**src/rtl/uart_tx_arbiter_pkg.sv**
```systemverilog
// Shared types and defaults for the UART transmit arbiter.
// Holds the FSM state encoding and the counter-width helper.
package uart_tx_arbiter_pkg;

  typedef enum logic [2:0] {
    ST_IDLE     = 3'd0,
    ST_ISSUE    = 3'd1,
    ST_GUARD    = 3'd2,
    ST_WAIT_RDY = 3'd3
  } arb_state_e;

  localparam int DEF_NUM_REQ      = 4;
  localparam int DEF_GUARD_CYCLES = 2;
  localparam int DEF_HOLD_TIMEOUT = 1024;

  // Bits needed to count 0..max_val. Never returns less than 1.
  function automatic int cnt_width(input int max_val);
    return (max_val < 1) ? 1 : $clog2(max_val + 1);
  endfunction

endpackage

```
**src/rtl/uart_rr_pick.sv**
```systemverilog
// Rotate-priority encoder: selects the first set request at or above ptr.
// The search wraps modulo N, so it works for N values that are not powers of two.
module uart_rr_pick #(
  parameter int N = 4,
  parameter int W = $clog2(N)
) (
  input  logic [N-1:0] req,
  input  logic [W-1:0] ptr,
  output logic         found,
  output logic [W-1:0] idx,
  output logic [N-1:0] onehot
);

  always_comb begin
    logic [W-1:0] k;
    found  = 1'b0;
    idx    = '0;
    onehot = '0;
    k      = '0;
    for (int i = 0; i < N; i++) begin
      k = W'((int'(ptr) + i) % N);
      if (!found && req[k]) begin
        found     = 1'b1;
        idx       = k;
        onehot    = '0;
        onehot[k] = 1'b1;
      end
    end
  end

endmodule

```
**src/rtl/uart_tx_arbiter.sv**
```systemverilog
// Message-atomic round-robin arbiter that shares one UART byte transmitter.
// It sequences the transmitter's SEND/READY handshake behind a valid/ack byte port.
//
// state       | meaning
// ST_IDLE     | no owner; pick the next requester round-robin
// ST_ISSUE    | owner granted; send its byte once TX_READY is high
// ST_GUARD    | SEND just issued; TX_READY ignored while it drops
// ST_WAIT_RDY | wait for the byte to finish, then release or continue
module uart_tx_arbiter
  import uart_tx_arbiter_pkg::*;
#(
  parameter int NUM_REQ      = DEF_NUM_REQ,
  parameter int GUARD_CYCLES = DEF_GUARD_CYCLES,
  parameter int HOLD_TIMEOUT = DEF_HOLD_TIMEOUT
) (
  input  logic                 CLK,
  input  logic                 RST,
  input  logic [NUM_REQ-1:0]   REQ_VALID,
  input  logic [8*NUM_REQ-1:0] REQ_DATA,
  input  logic [NUM_REQ-1:0]   REQ_LAST,
  output logic [NUM_REQ-1:0]   REQ_ACK,
  output logic [NUM_REQ-1:0]   GRANT,
  output logic                 BUSY,
  output logic                 TX_SEND,
  output logic [7:0]           TX_DATA,
  input  logic                 TX_READY
);

  localparam int IW = $clog2(NUM_REQ);
  localparam int GW = cnt_width(GUARD_CYCLES);
  localparam int TW = cnt_width(HOLD_TIMEOUT);

  arb_state_e         state_q, state_d;
  logic [IW-1:0]      owner_q, owner_d;
  logic [IW-1:0]      rr_ptr_q, rr_ptr_d;
  logic [NUM_REQ-1:0] grant_q, grant_d;
  logic [NUM_REQ-1:0] ack_q, ack_d;
  logic               send_q, send_d;
  logic [7:0]         data_q, data_d;
  logic               last_q, last_d;
  logic [GW-1:0]      guard_cnt_q, guard_cnt_d;
  logic [TW-1:0]      to_cnt_q, to_cnt_d;
  logic               busy_q, busy_d;

  logic [7:0]         req_byte [NUM_REQ];
  logic               pick_found;
  logic [IW-1:0]      pick_idx;
  logic [NUM_REQ-1:0] pick_onehot;

  always_comb begin
    for (int i = 0; i < NUM_REQ; i++) req_byte[i] = REQ_DATA[8*i +: 8];
  end

  uart_rr_pick #(
    .N (NUM_REQ),
    .W (IW)
  ) u_pick (
    .req    (REQ_VALID),
    .ptr    (rr_ptr_q),
    .found  (pick_found),
    .idx    (pick_idx),
    .onehot (pick_onehot)
  );

  // Explicit wrap so non-power-of-two NUM_REQ never lands on an unused index.
  function automatic logic [IW-1:0] next_idx(input logic [IW-1:0] v);
    return (v == IW'(NUM_REQ - 1)) ? '0 : v + IW'(1);
  endfunction

  always_comb begin
    state_d     = state_q;
    owner_d     = owner_q;
    rr_ptr_d    = rr_ptr_q;
    grant_d     = grant_q;
    ack_d       = '0;
    send_d      = 1'b0;
    data_d      = data_q;
    last_d      = last_q;
    guard_cnt_d = guard_cnt_q;
    to_cnt_d    = to_cnt_q;

    unique case (state_q)
      ST_IDLE: begin
        if (pick_found) begin
          state_d  = ST_ISSUE;
          owner_d  = pick_idx;
          grant_d  = pick_onehot;
          to_cnt_d = '0;
        end
      end
      ST_ISSUE: begin
        if (REQ_VALID[owner_q]) begin
          to_cnt_d = '0;
          if (TX_READY) begin
            send_d          = 1'b1;
            data_d          = req_byte[owner_q];
            ack_d[owner_q]  = 1'b1;
            last_d          = REQ_LAST[owner_q];
            guard_cnt_d     = GW'(GUARD_CYCLES);
            state_d         = ST_GUARD;
          end
        end else begin
          if (to_cnt_q != '1) to_cnt_d = to_cnt_q + TW'(1);
          // A stalled owner loses the lock without its message completing.
          if ((HOLD_TIMEOUT != 0) && (to_cnt_d == TW'(HOLD_TIMEOUT))) begin
            grant_d  = '0;
            rr_ptr_d = next_idx(owner_q);
            state_d  = ST_IDLE;
            to_cnt_d = '0;
          end
        end
      end
      ST_GUARD: begin
        if (guard_cnt_q <= GW'(1)) state_d = ST_WAIT_RDY;
        else                       guard_cnt_d = guard_cnt_q - GW'(1);
      end
      ST_WAIT_RDY: begin
        if (TX_READY) begin
          if (last_q) begin
            grant_d  = '0;
            rr_ptr_d = next_idx(owner_q);
            state_d  = ST_IDLE;
          end else begin
            state_d  = ST_ISSUE;
            to_cnt_d = '0;
          end
        end
      end
      default: begin
        state_d = ST_IDLE;
        grant_d = '0;
      end
    endcase

    busy_d = (state_d != ST_IDLE);
  end

  always_ff @(posedge CLK) begin
    if (RST) begin
      state_q     <= ST_IDLE;
      owner_q     <= '0;
      rr_ptr_q    <= '0;
      grant_q     <= '0;
      ack_q       <= '0;
      send_q      <= 1'b0;
      data_q      <= 8'h00;
      last_q      <= 1'b0;
      guard_cnt_q <= '0;
      to_cnt_q    <= '0;
      busy_q      <= 1'b0;
    end else begin
      state_q     <= state_d;
      owner_q     <= owner_d;
      rr_ptr_q    <= rr_ptr_d;
      grant_q     <= grant_d;
      ack_q       <= ack_d;
      send_q      <= send_d;
      data_q      <= data_d;
      last_q      <= last_d;
      guard_cnt_q <= guard_cnt_d;
      to_cnt_q    <= to_cnt_d;
      busy_q      <= busy_d;
    end
  end

  assign REQ_ACK = ack_q;
  assign GRANT   = grant_q;
  assign BUSY    = busy_q;
  assign TX_SEND = send_q;
  assign TX_DATA = data_q;

endmodule

```
**config.mk**
```make
export PLATFORM = sky130hd
export DESIGN_NAME = uart_tx_arbiter
export DESIGN_NICKNAME = d
export VERILOG_FILES = /design/src/rtl/uart_tx_arbiter_pkg.sv /design/src/rtl/uart_rr_pick.sv /design/src/rtl/uart_tx_arbiter.sv
export SDC_FILE = /design/constraint.sdc
export NUM_CORES = 1
export LEC_CHECK = 0
export CORE_ASPECT_RATIO = 1.4
export CORE_MARGIN = 3
export CORE_UTILIZATION = 51
export DETAILED_ROUTE_END_ITERATION = 10
export GPL_ROUTABILITY_DRIVEN = 0
export PLACE_DENSITY = 0.86
export SYNTH_ARGS = -nofsm -noshare
export SYNTH_HDL_FRONTEND = slang
export SYNTH_HIERARCHICAL = 1
export SYNTH_SLANG_ARGS = --single-unit
export TNS_END_PERCENT = 50
```
**constraint.sdc**
```tcl
create_clock -name CLK -period 3.1 [get_ports CLK]
set_clock_uncertainty 0.2 [all_clocks]
set_input_delay 0.31 -clock CLK [delete_from_list [all_inputs] [get_ports CLK]]
set_output_delay 0.31 -clock CLK [all_outputs]
set_load 0.1 [all_outputs]
```
==> out/results.ini, run 1 <==
[outcome]
outcome = complete, no violations

[sta]
finalSetupViolations = 0
setup_tns_ns = 0
timing.final.crit_share = 0.887
fmax_mhz = 364
period_minus_slack_ns = 2.75
worstMarginPinSlew_ns = 0.679
relSlewSlack = 0.544
drv_slew = 0
hold_viol = 0
rsz0062_at_grt = no

[detailed_routing]
first_pass_iters = 4
drt_iter0_markers = 260
viasPerCell = 6.11
wire_per_inst_um = 15.6
drc = 0
routed-via-count = 2721
detail-route-antenna-nets = 0
routed_wirelength_um = 6930

[synth]
synth-main-ff-cell = dfxtp_1
ys_top_cells_by_count = nand2_1 (47), dfxtp_1 (39), nor2_1 (21)
synth.avg_cell_area_sq_um = 8.42
synth_simple_gate_area_share = 0.248
yosysWarnings = 6
yosysTopAreaCellShare = 0.284
seq_area_frac_synth = 0.284
syn_area_sq_mm = 0.00275
synth_compound_area_frac = 0.215
synth_nets = 380
synth_top_family_by_area = simple AND/OR/NAND/NOR gates
synthAdderAreaFrac = 0.0455
synth_xor_area_frac = 0.00955
yosys.cell_count.top_type = nand2_1
synth_edf_count = 0
synth_cells = 327
async_reset_ff_frac = 0
synth_seq_cells = 39
synth_largest_area_cell = dfxtp_1
synth_mux_area_frac = 0.145
synth.distinct_cells = 61
synth_top_cells_by_area = dfxtp_1 (28%), mux4_2 (8.2%), nand2_1 (6.4%)

[global_route]
grt_usage = 0.230
grt_pass1_wl_um = 11600
antenna_found_initial = 0
grt_pass1_vias = 2598
grt_max_degree = 31
grt.overflow.total = 0

[clock_network]
cts_inserted_buffers = 5
cts_tree = done
clkSinkCount = 39
root_buffer = clkbuf_8
clk_pin_slew_ns = 0.09
htree_levels = 2
cts.path.max_buffers = 2
post_cts_buffers = 0
cts_resized = 0
clock_latency_ns = 0.29
hold_buffers = 0

[power_and_ir_drop]
p_per_area_mw_per_mm2 = 312
clkPwrFrac = 0.319
leakagePower_nw = 1.22
intPower_w = 0.000767
pwr-share-seq = 0.484
p_sw_w = 0.000297
switching_share = 0.279
ir_drop_mv = 0.204
p_comb_frac = 0.197

[die]
ios = 61
core_region_area_sq_mm = 0.00520
start_util = 0.530
rows = 31
die_area_sq_mm = 0.00633
die_y_um = 92.9
die_width_um = 68.1

[worst_setup_path]
arrival_ns = 2.74
r2r_cells = 8
crit_path_start = rr_ptr_q[0]
cp-start-kind = flop
critical_path.top_delay_family = compound AO/OA/AOI/OAI gates
r2r-end = GRANT[0]
worstPathMaxFanout = 10
crit_type = reg2reg
reg2reg_from = rr_ptr_q[0]
reg2reg_setup_slack_ns = 0.35
cp_slowest_cell = o311ai_1
crit_required_ns = 3.09
worst-path-buf-inv = 1
path_cells = inv_2 -> ha_1 -> nor3_1 -> nand2_1 -> o311ai_1 -> o2bb2ai_1 -> a21oi_1 -> a311oi_1
cpPeakStageDelay_ns = 0.56
setup.worst_path.end_class = flop

[worst_hold_path]
min_to = TX_DATA[0]
hold_class = reg2reg
hold_depth = 2
hp-start = TX_DATA[0]

[final_layout]
final_util = 0.656
layout-drive-gt1-share = 0.169
area_growth_pct = 23.8
final_nets = 431
fillers = 431
diodes = 0

[placed_design]
portBuffers = 60
post-dp-hpwl_um = 5250

[job]
maxCapViolations = 0

==> power groups by stage <==
| stage | logic, W | clock network (W) | registers (W) |
|---|---|---|---|
| floorplan | 0.0000978 | 0 | 0.000553 |
| global placement | 0.000203 | 0 | 0.000527 |
| detailed placement | 0.000208 | 0 | 0.000527 |
| CTS | 0.000208 | 0.000343 | 0.000515 |
| global route | 0.000225 | 0.000367 | 0.000516 |
| finish | 0.000209 | 0.000340 | 0.000516 |
==> cells by family after synthesis <==
| family | count (synthesis) |
|---|---|
| AND/OR/NAND/NOR | 135 |
| AO/OA/AOI/OAI | 85 |
| flip-flops | 39 |
| buffers and inverters | 30 |
| multiplexers | 24 |
| adder cells (fa/ha/maj) | 10 |
| XOR/XNOR | 3 |
| other | 1 |
==> flip-flops by register name (all words and copies together), names as in the netlist <==
| name | flops |
|---|---|
| owner_q | 2 |
| TX_SEND | 1 |
| to_cnt_q | 11 |
| state_q | 3 |
| BUSY | 1 |
| TX_DATA | 8 |
| GRANT | 4 |
| last_q | 1 |
| guard_cnt_q | 2 |
| rr_ptr_q | 2 |
| REQ_ACK | 4 |
==> metrics by stage <==
step | worst slack (ns) | total power, W | std cells | hold slack, ns | instance area (sq um)
floorplan | 0.446 | 0.000651 | 327 | 0.263 | 2750
global placement | 0.404 | 0.000730 | 437 | 0.243 | 3320
detailed placement | 0.353 | 0.000735 | 437 | 0.249 | 3320
CTS | 0.401 | 0.00107 | 445 | 0.260 | 3410
global route | 0.168 | 0.00111 | 445 | 0.294 | 3410
finish | 0.350 | 0.00106 | 445 | 0.257 | 3410
==> layout make-up <==
class                   count  area (sq um)  share of cell area
repair buffers             67           608               0.178
inverters                   7          26.3             0.00771
well taps                  66          82.6              0.0242
flip-flops and latches     39           781               0.229
multi-input cells         258          1830               0.536
clock inverters             2          12.5             0.00367
clock buffers               6          72.6              0.0213
==> metal layers <==
metal / share of wire / vias to the layer above / GRT usage / wire length, um
met1: 0.40 / 1289 / 0.283 / 2780
met2: 0.53 / 99 / 0.391 / 3660
met4: 0.027 / 0 / 0.104 / 189
met5: 0 / - / 0 / 0
li1: - / 1316 / - / -
met3: 0.042 / 17 / 0.0267 / 290
==> worst register-to-register path, cell delays in order, from the launching register on <==
cell	delay, ns
dfxtp_1	0.37
inv_2	0.10
ha_1	0.44
nor3_1	0.30
nand2_1	0.11
o311ai_1	0.56
o2bb2ai_1	0.20
a21oi_1	0.09
a311oi_1	0.28
==> placed cells by master (no fill, tap or decap), drive strengths merged, types with 6 or more instances in the layout <==
cell	synthesis	routed
clkbuf	9	6
nand2	47	47
nand3	12	12
dfxtp	39	39
a211oi	6	6
ha	10	10
o21ai	14	14
nor2	21	21
clkdlybuf4s50	0	42
mux2i	9	9
and3	15	15
inv	7	7
mux4	10	10
nor3	8	8
buf	14	25
nand2b	7	7
a21oi	20	20
==> worst max-delay path by stage <==
| stage | endpoint | cells after the start |
|---|---|---|
| final | GRANT[0] | 8 |
| after global routing | GRANT[2] | 8 |
| after CTS | GRANT[0] | 8 |
| after detailed placement | rr_ptr_q[0] | 7 |
| after global placement | rr_ptr_q[0] | 7 |
| after floorplan | GRANT[0] | 10 |
No activity file was read; power rests on OpenSTA's default activity.
==> inputs of run 2 (changes only) <==
==> constraint.sdc (replaced) <==
create_clock -name CLK -period 3.1 [get_ports CLK]
set_clock_uncertainty 0.2 [all_clocks]
set_input_delay 0.775 -clock CLK [delete_from_list [all_inputs] [get_ports CLK]]
set_output_delay 0.775 -clock CLK [all_outputs]
set_load 0.1 [all_outputs]
==> run 2 against run 1 <==
- routed wire length rose by 4.1%
- cell count is 2.5% higher
- non-clock buffer count up 11
- sequential share of layout area fell by 0.72 points
- worst setup slack worse by 0.11 ns
- critical path type is now in2reg
- combinational power rose by 3%
==> out/results.ini, run 2 (synthesis gave the netlist of run 1 again) <==
[power_and_ir_drop]
p_sw_w = 0.000302
power.total_w = 0.00116
clkPwrFrac = 0.368
switching_share = 0.261
pwr-share-seq = 0.445
p_per_area_mw_per_mm2 = 329
ir_drop_mv = 0.212
leakagePower_nw = 1.29
p_comb_frac = 0.187
intPower_w = 0.000856

[clock_network]
cts_tree = done
clkSinkCount = 39
clock_latency_ns = 0.30
cts_resized = 0
htree_levels = 2
cts_inserted_buffers = 5
root_buffer = clkbuf_8
cts.path.max_buffers = 2
clk_pin_slew_ns = 0.08
post_cts_buffers = 0
hold_buffers = 0

[die]
start_util = 0.530
die_y_um = 92.9
die_area_sq_mm = 0.00633
rows = 31
die_width_um = 68.1
core_region_area_sq_mm = 0.00520
ios = 61

[final_layout]
final_cell_mix = nand2_1 (47), clkdlybuf4s50_1 (42), dfxtp_1 (39), buf_4 (36), nor2_1 (21)
fillers = 432
final_nets = 442
largest_register = to_cnt_q
final_common_cell = nand2_1
final_util = 0.677
area_growth_pct = 27.8
largest_reg_flops = 11
layout-drive-gt1-share = 0.195
diodes = 0

[worst_hold_path]
hold_class = reg2reg
min_to = TX_DATA[0]
hold_depth = 2
hp-start = TX_DATA[0]

[detailed_routing]
routed-via-count = 2750
detail-route-antenna-nets = 0
first_pass_iters = 5
viasPerCell = 6.03
drt_iter0_markers = 151
routed_wirelength_um = 7210
wire_per_inst_um = 15.8
drc = 0

[worst_setup_path]
cpPeakStageDelay_ns = 0.54
r2r_cells = 7
worst_path_most_repeated_cell = nor2_1
crit_type = in2reg
crit_required_ns = 3.08
path_cells = clkdlybuf4s50_1 -> or4_1 -> o21bai_1 -> o21a_1 -> nor2_1 -> o21ai_0 -> a32oi_1 -> nor2_1
setup.worst_path.end_class = flop
worstPathMaxFanout = 10
reg2reg_setup_slack_ns = 0.31
reg2reg_from = to_cnt_q[0]
cp-start-kind = input pin
cp_slowest_cell = clkdlybuf4s50_1
arrival_ns = 2.85
r2r-end = to_cnt_q[6]

[sta]
hold_viol = 0
worstMarginPinSlew_ns = 0.646
finalSetupViolations = 0
rsz0062_at_grt = no
timing.final.crit_share = 0.924
relSlewSlack = 0.566
period_minus_slack_ns = 2.86
fmax_mhz = 349
drv_slew = 0
setup_tns_ns = 0

[global_route]
grt_max_degree = 31
antenna_found_initial = 0
grt.overflow.total = 0
grt_usage = 0.236
grt_pass1_wl_um = 11700
grt_pass1_vias = 2613

[outcome]
outcome = complete, no violations

[job]
maxCapViolations = 0

[placed_design]
post-dp-hpwl_um = 5440
portBuffers = 60

## run 2: critical path, delay by kind of cell
kind | cells | cell delay (ns)
buffers and inverters | 1 | 0.54
AO/OA/AOI/OAI | 4 | 0.75
AND/OR/NAND/NOR | 3 | 0.77
## run 2: layer usage
layer	vias to the layer above	global-route usage	share of wire
met4	0	0.0929	0.025
met3	19	0.0376	0.035
met2	76	0.415	0.54
met5	-	0	0
met1	1315	0.275	0.40
li1	1340	-	-
## run 2: how the worst max path moves through the flow
stage	start	to	cells past startpoint
after floorplan	rr_ptr_q[0]	GRANT[0]	10
after global placement	REQ_VALID[0]	rr_ptr_q[0]	7
after detailed placement	REQ_VALID[1]	to_cnt_q[1]	8
after CTS	REQ_VALID[1]	to_cnt_q[1]	8
after global routing	REQ_VALID[0]	to_cnt_q[1]	8
final	REQ_VALID[0]	to_cnt_q[1]	8
## run 2: area by class of cell
type / count / area, sq um / area share
Multi-Input combinational cell: 258 / 1830 / 0.519
Tap cell: 66 / 82.6 / 0.0235
Clock buffer: 5 / 68.8 / 0.0196
Inverter: 7 / 26.3 / 0.00747
Clock inverter: 3 / 43.8 / 0.0124
Timing Repair Buffer: 78 / 691 / 0.196
Sequential cell: 39 / 781 / 0.222
## run 2: metrics by stage
step	cells	area (sq um)	hold slack, ns	worst slack [ns]
after global placement	448	3410	0.244	0.106
after floorplan	327	2750	0.263	0.446
final	456	3520	0.256	0.237
after CTS	456	3520	0.258	0.300
after detailed placement	448	3410	0.248	0.000880
after global routing	456	3520	0.283	0.0554
## run 2: power groups by stage
stage / logic (W) / clock network (W) / registers (W)
2_1_floorplan: 0.0000978 / 0 / 0.000553
3_5_place_dp: 0.000215 / 0 / 0.000527
4_1_cts: 0.000216 / 0.000435 / 0.000516
5_1_grt: 0.000231 / 0.000453 / 0.000517
3_3_place_gp: 0.000209 / 0 / 0.000527
6_report: 0.000216 / 0.000426 / 0.000516
